### config.mk
export PLATFORM = sky130hd
export DESIGN_NAME = alu
export DESIGN_NICKNAME = d
export VERILOG_FILES = /design/src/rtl/alu.sv
export SDC_FILE = /design/constraint.sdc
export NUM_CORES = 1
export LEC_CHECK = 0
export ABC_AREA = 0
export CAP_MARGIN = 0
export CORE_MARGIN = 8
export CORE_UTILIZATION = 30
export DETAILED_ROUTE_END_ITERATION = 10
export MAX_ROUTING_LAYER = met4
export PLACE_DENSITY_LB_ADDON = 0.3
export SYNTH_ARGS = -nofsm -noshare
export SYNTH_HDL_FRONTEND = slang
export SYNTH_SLANG_ARGS = --single-unit
### constraint.sdc
create_clock -name clk -period 1.15 [get_ports clk]
set_input_delay 0.23 -clock clk [delete_from_list [all_inputs] [get_ports clk]]
set_output_delay 0.23 -clock clk [all_outputs]
set_load 0.01 [all_outputs]
### src/rtl/alu.sv
// 4-bit ALU with registered BCD result display, carry and overflow flags.
// Optional build macro: ALU_SIGNED_BCD_EN (signed magnitude display for SUB).
//
// Ports:
//   clk      : rising-edge clock
//   rst      : asynchronous active-high reset
//   A, B     : 4-bit operands
//   CarryIN  : carry-in for ADD, borrow-in for SUB
//   opCodeA  : operation select
//   CarryOUT : carry, borrow or shifted-out bit (registered)
//   overflow : signed two's-complement overflow (registered)
//   bcd      : hundreds/sign, tens, units BCD digits (registered)
module alu (
  input  logic        clk,
  input  logic        rst,
  input  logic [3:0]  A,
  input  logic [3:0]  B,
  input  logic        CarryIN,
  input  logic [2:0]  opCodeA,
  output logic        CarryOUT,
  output logic        overflow,
  output logic [11:0] bcd
);

  localparam logic [2:0] OP_AND = 3'b000;
  localparam logic [2:0] OP_OR  = 3'b001;
  localparam logic [2:0] OP_XOR = 3'b010;
  localparam logic [2:0] OP_ADD = 3'b011;
  localparam logic [2:0] OP_NOT = 3'b100;
  localparam logic [2:0] OP_SHL = 3'b101;
  localparam logic [2:0] OP_SHR = 3'b110;
  localparam logic [2:0] OP_SUB = 3'b111;

  logic [4:0]  sum;
  logic [4:0]  diff;
  logic [3:0]  r;
  logic        c;
  logic        ov;
  logic [4:0]  v;
  logic        neg;
  logic [3:0]  tens;
  logic [3:0]  units;
  logic [11:0] bcd_d;

  // Extended to 5 bits: sum[4] is the carry, diff[4] the unsigned borrow.
  assign sum  = {1'b0, A} + {1'b0, B} + {4'b0, CarryIN};
  assign diff = {1'b0, A} - {1'b0, B} - {4'b0, CarryIN};

  always_comb begin
    r   = 4'h0;
    c   = 1'b0;
    ov  = 1'b0;
    v   = 5'd0;
    neg = 1'b0;
    unique case (opCodeA)
      OP_AND: r = A & B;
      OP_OR:  r = A | B;
      OP_XOR: r = A ^ B;
      OP_ADD: begin
        r  = sum[3:0];
        c  = sum[4];
        ov = (A[3] == B[3]) && (r[3] != A[3]);
      end
      OP_NOT: r = ~A;
      OP_SHL: begin
        r = {A[2:0], 1'b0};
        c = A[3];
      end
      OP_SHR: begin
        r = {1'b0, A[3:1]};
        c = A[0];
      end
      OP_SUB: begin
        r  = diff[3:0];
        c  = diff[4];
        ov = (A[3] != B[3]) && (r[3] != A[3]);
      end
      default: r = 4'h0;
    endcase

    if (opCodeA == OP_ADD) begin
      v = {c, r};
    end else begin
      v = {1'b0, r};
    end

`ifdef ALU_SIGNED_BCD_EN
    // A borrow means the true difference is negative (-1..-16);
    // show its magnitude with the minus code in the hundreds digit.
    if (opCodeA == OP_SUB && c) begin
      v   = 5'd0 - diff;
      neg = 1'b1;
    end
`endif
  end

  // Double-dabble over the 5-bit value; tens never exceeds 3.
  always_comb begin
    logic [12:0] sh;
    sh = {8'h00, v};
    for (int i = 0; i < 5; i++) begin
      if (sh[8:5] >= 4'd5) begin
        sh[8:5] = sh[8:5] + 4'd3;
      end
      if (sh[12:9] >= 4'd5) begin
        sh[12:9] = sh[12:9] + 4'd3;
      end
      sh = {sh[11:0], 1'b0};
    end
    tens  = sh[12:9];
    units = sh[8:5];
  end

  assign bcd_d = {(neg ? 4'hF : 4'h0), tens, units};

  always_ff @(posedge clk or posedge rst) begin
    if (rst) begin
      CarryOUT <= 1'b0;
      overflow <= 1'b0;
      bcd      <= 12'h000;
    end else begin
      CarryOUT <= c;
      overflow <= ov;
      bcd      <= bcd_d;
    end
  end

endmodule

---- Word level (Yosys, flattened, before mapping) ----
Index checks and enable logic that the tools add are counted.
word-level totals
  register bits after elaboration ......... 8
  output and inout port bits .............. 14
  word-level logic and storage cells ...... 35
cells by class
  muxes and demuxes ....................... 6
  bitwise gates (word level) .............. 4
  magnitude comparators ................... 2
  add/subtract/negate cells ............... 6
  eq/ne operators ......................... 11
  reductions and logical operators ........ 3
operator list
  operator                                              number
  one-hot mux 4 bit (8 select lines)                    1
  == test 3 bit (second input constant)                 4
  two-way mux 4 bit                                     2
  == test 3 x 2 -> 1 bit (second input constant)        2
  adder 4 x 4 -> 5 bit                                  1
  adder 5 x 1 -> 5 bit                                  1
  two-way mux 5 bit                                     1
  subtractor 4 x 4 -> 5 bit                             1
  subtractor 5 x 1 -> 5 bit                             1
  adder 3 x 2 -> 4 bit (second input constant)          1
  adder 4 x 2 -> 4 bit (second input constant)          1
  bitwise AND 4 bit                                     1
  >= comparator 4 x 3 -> 1 bit (second input constant)  1
  inverter 4 bit                                        1
  OR 4 bit                                              1
  one-hot mux 1 bit (4 select lines)                    1
  XOR 4 bit                                             1
  == test 3 x 1 -> 1 bit (second input constant)        1
  >= comparator 3 bit (second input constant)           1
  logical NOT 3 bit                                     1
  inequality test 1 bit                                 3
  logical AND 1 bit                                     2
  one-hot mux 1 bit (2 select lines)                    1
  == test 1 bit                                         1

---- Depth between registers and ports, before layout ----
  depth in word-level cells ............... 8
  depth in mapped cells ................... 18

---- Worst setup path after synthesis ----
No wires, ideal clock.
  kind .................................... input to register
  start ................................... in A[3]
  end ..................................... reg bcd[2]
  arrival time ............................ 3.471 ns
  stages .................................. 17
  library setup time ...................... 0.134 ns
  path slack .............................. -2.455 ns
  data required time ...................... 1.016 ns
  cell sequence ........................... inv_1 -> ha_1 -> ha_1 -> or3_1 -> o211ai_2 -> nor2_2 -> o32ai_4 -> ha_1 -> inv_1 -> a21oi_1 -> xnor2_1 -> ha_1 -> nand2b_1 -> a21oi_1 -> o22ai_2 -> a21o_1 -> mux2i_1
between the ends
  cells in the longest elaborated chain, start to end .. 8
ends and longest elaborated chain
  item                                                                                             RTL line  source
  start, declared                                                                                  16        input logic [3:0] A,
  subtractor 4 x 4 -> 5 bit / adder 4 x 4 -> 5 bit (equally long branches)                         47, 46
  subtractor 5 x 1 -> 5 bit / adder 5 x 1 -> 5 bit (equally long branches)                         47, 46
  one-hot mux 4 bit (8 select lines) / one-hot mux 1 bit (4 select lines) (equally long branches)  55        unique case (opCodeA)
  two-way mux 5 bit (*)                                                                            81        if (opCodeA == OP_ADD) begin
  >= comparator 3 bit / adder 3 x 2 -> 4 bit (equally long branches)                               102, 103
  two-way mux 4 bit (*)                                                                            102       if (sh[8:5] >= 4'd5) begin
  adder 4 x 2 -> 4 bit / >= comparator 4 x 3 -> 1 bit (equally long branches)                      103, 102
  two-way mux 4 bit (*)                                                                            102
  named net bcd_d[2]                                                                               43        logic [11:0] bcd_d;
  end signal, assigned                                                                             120       bcd <= 12'h000;
  end signal, assigned                                                                             124       bcd <= bcd_d;
  end, declared                                                                                    22        output logic [11:0] bcd
The timed path passes the listed nets; every way through them passes the cells marked *.

---- Worst setup path after layout ----
  start ................................... in B[0]
  end ..................................... reg bcd[2]
between the ends
  cells in the longest elaborated chain, start to end .. 8
ends and longest elaborated chain
  item                                                                                             RTL line  source
  start, declared                                                                                  17        input logic [3:0] B,
  subtractor 4 x 4 -> 5 bit / adder 4 x 4 -> 5 bit (equally long branches)                         47, 46
  subtractor 5 x 1 -> 5 bit / adder 5 x 1 -> 5 bit (equally long branches)                         47, 46
  one-hot mux 4 bit (8 select lines) / one-hot mux 1 bit (4 select lines) (equally long branches)  55
  two-way mux 5 bit (*)                                                                            81
  adder 3 x 2 -> 4 bit / >= comparator 3 bit (equally long branches)                               103, 102
  two-way mux 4 bit                                                                                102
  adder 4 x 2 -> 4 bit / >= comparator 4 x 3 -> 1 bit (equally long branches)                      103, 102
  two-way mux 4 bit (*)                                                                            102
  named net bcd_d[2]                                                                               43
Marks and branches as above.

==> impl_metrics.yaml <==
final_layout:
  nNetsFinal: 271
  drive_gt1_frac: 0.481
  most-common-layout-cells: "buf_4 (52), nor2_1 (12), inv_1 (10), a21oi_1 (10), nand2_1 (9)"
  diodes: 0
  final_util: 0.538
  area_growth_pct: 70.4
  final_common_cell: "buf_4"
  stdcell_count: 283
  finalInstanceArea_um2: 2180
cts:
  cts_made_buffers: 3
  clockBufferDepth: 2
  htreeDepth: 1
  clk_pin_slew_ns: 0.04
  clock_sinks: 8
  root_buffer: "clkbuf_8"
  cts_tree: "done"
floorplan:
  core_area_um2: 4060
  pin_count: 28
  die_area_um2: 6620
  chipWidth_um: 81.4
  fp.dieH_um: 81.4
  rows: 23
  initial_core_util: 0.316
critical_path:
  crit_type: "primary input to flop"
  cpPeakStageDelay_ns: 0.37
  cp_max_fo: 3
  critPathLaunchType: "primary input"
  critPathCaptureType: "flop"
  cp_num_buf_inv: 4
  required_ns: 1.26
  path_cells: "buf_8 -> buf_12 -> inv_12 -> fa_2 -> ha_4 -> or3_4 -> o211ai_4 -> nor2_4 -> o32ai_4 -> ha_2 -> inv_2 -> a21oi_2 -> xnor2_2 -> ha_2 -> nand2b_4 -> a21oi_4 -> o22ai_2 -> a21o_1 -> mux2i_1"
  cp.arrival_ns: 3.34
  cpLargestDelayFamily: "adder cells"
  cpMostUsedCell: "ha_2"
  cpMaxStageDelayCell: "fa_2"
timing:
  hold_violations: 0
  fmax_mhz: 309
  min_period_ns: 3.23
  rsz0062_at_grt: "true"
  finalSetupTns_ns: -11.29
  fin_crit_sh: 2.81
  setup_viol: 8
  final-max-slew-violation-count: 0
  timing.final.ws_setup_ns: -2.08
routing:
  drtPass1Iterations: 4
  routed_wl_um: 3880
  drcViolationCount: 0
  vias: 1398
  wire_per_inst_um: 13.7
  drtAntennaViolNets: 0
  drtIter0Drc: 81
  via_per_inst: 4.94
global_route:
  grt_pass1_wl_um: 5980
  grt_use_total: 0.117
  grt_max_degree: 12
  antenna_found_initial: 0
  grt_pass1_vias: 1310
  gr-total-overflow: 0
synth:
  yosysTopAreaCell: "ha_1"
  synth_ff_type: "dfrtp_1"
  yosysSeqAreaShare: 0.156
  yosysUniqueCellTypes: 40
  netlist.area_leader.share: 0.176
  synth_warnings: 0
  ys_async_sr_fraction: 1.00
  ys_top_cells_by_area: "ha_1 (18%), dfrtp_1 (16%), fa_1 (6.3%)"
  postSynthAreaPerCell_um2: 7.81
  synth_edf_count: 0
  synth-seq-cells: 8
  synthesis.area_um2: 1280
  netlist_instances: 164
placed_design:
  post_dp_cell_area_um2: 1910
  portBuffers: 21
  hpwlAfterDp_um: 2980
  placed_cells_incl_taps: 273
  routabilityCongestion: 0.798
run_status:
  status: "finished with violations"
  violations: "negative setup slack"
power_and_ir_drop:
  power_density_nw_per_um2: 847
  power_mw: 1.85
  p_leak_nw: 1.04
  irDropWorstVdd_mv: 0.299
hold_path:
  worstHoldPathType: "primary input to asynchronous set/reset pin"
flow_run:
  max_cap_violations: 0
==> power breakdown <==
group / internal, mW / switching (mW)
Clock: 0.226 / 0.102
Sequential: 0.330 / 0.0129
Combinational: 0.613 / 0.564
==> Yosys cell counts, types with 4 or more instances <==
cell / number
a21oi_1: 15
buf_2: 4
buf_4: 6
dfrtp_1: 8
fa_1: 4
ha_1: 18
inv_1: 20
mux2i_1: 4
nand2_1: 9
nand3_1: 5
nor2_1: 14
o21ai_0: 9
o22ai_1: 5
==> cells by family after synthesis <==
| logic type | synth area share |
|---|---|
| AOI/OAI and AO/OA | 0.260 |
| and+or+nand+nor | 0.173 |
| buffers and inverters | 0.118 |
| adders and majority gates | 0.238 |
| DFF | 0.156 |
| muxes | 0.0313 |
| xor gates and xnor gates | 0.0205 |
| other | 0.00293 |
==> metrics by stage <==
stage	setup WS, ns	hold WS (ns)
after detailed placement	-2.85	0.495
after global routing	-2.23	0.266
after global placement	-2.72	0.486
after CTS	-2.13	0.254
after floorplan	-2.24	0.0457
final	-2.08	0.244
==> per-layer routing <==
metal / GRT usage / share of wire / vias to the layer above
met2: 0.182 / 0.47 / 43
li1: - / - / 690
met5: - / 0 / -
met4: 0.0357 / 0.013 / 0
met3: 0.0132 / 0.040 / 4
met1: 0.155 / 0.47 / 661
==> state kept, by name, indices dropped and copies added, names as in the netlist <==
signal	flops
bcd	6
overflow	1
CarryOUT	1
==> repair_timing <==
action / 4_1_cts / 5_1_grt
endpoints found under the setup margin: 16 / 9
gates resized for setup: 43 / 45
hold buffers: 0 / 0
pin swaps: 21 / 19
buffers inserted: 6 / 4
==> cell type report <==
| class | instances | area (um2) |
|---|---|---|
| timing repair buffer | 74 | 616 |
| multi-input combinational | 128 | 1170 |
| inverter | 20 | 93.8 |
| clock buffer | 3 | 41.3 |
| tap | 50 | 62.6 |
| fill | 369 | 1870 |
| sequential | 8 | 200 |
==> worst paths after layout <==
| path | depth (start not counted) | slack [ns] | start | endpoint |
|---|---|---|---|---|
| min in group clk | 3 | 0.35 | A[3] | overflow |
| worst max-delay path | 19 | -2.08 | B[0] | bcd[2] |
| worst min-delay path | 2 | 0.24 | rst | bcd[2] |
| max in group asynchronous | 2 | 0.68 | rst | CarryOUT |
No activity file was read; power rests on OpenSTA's default activity.
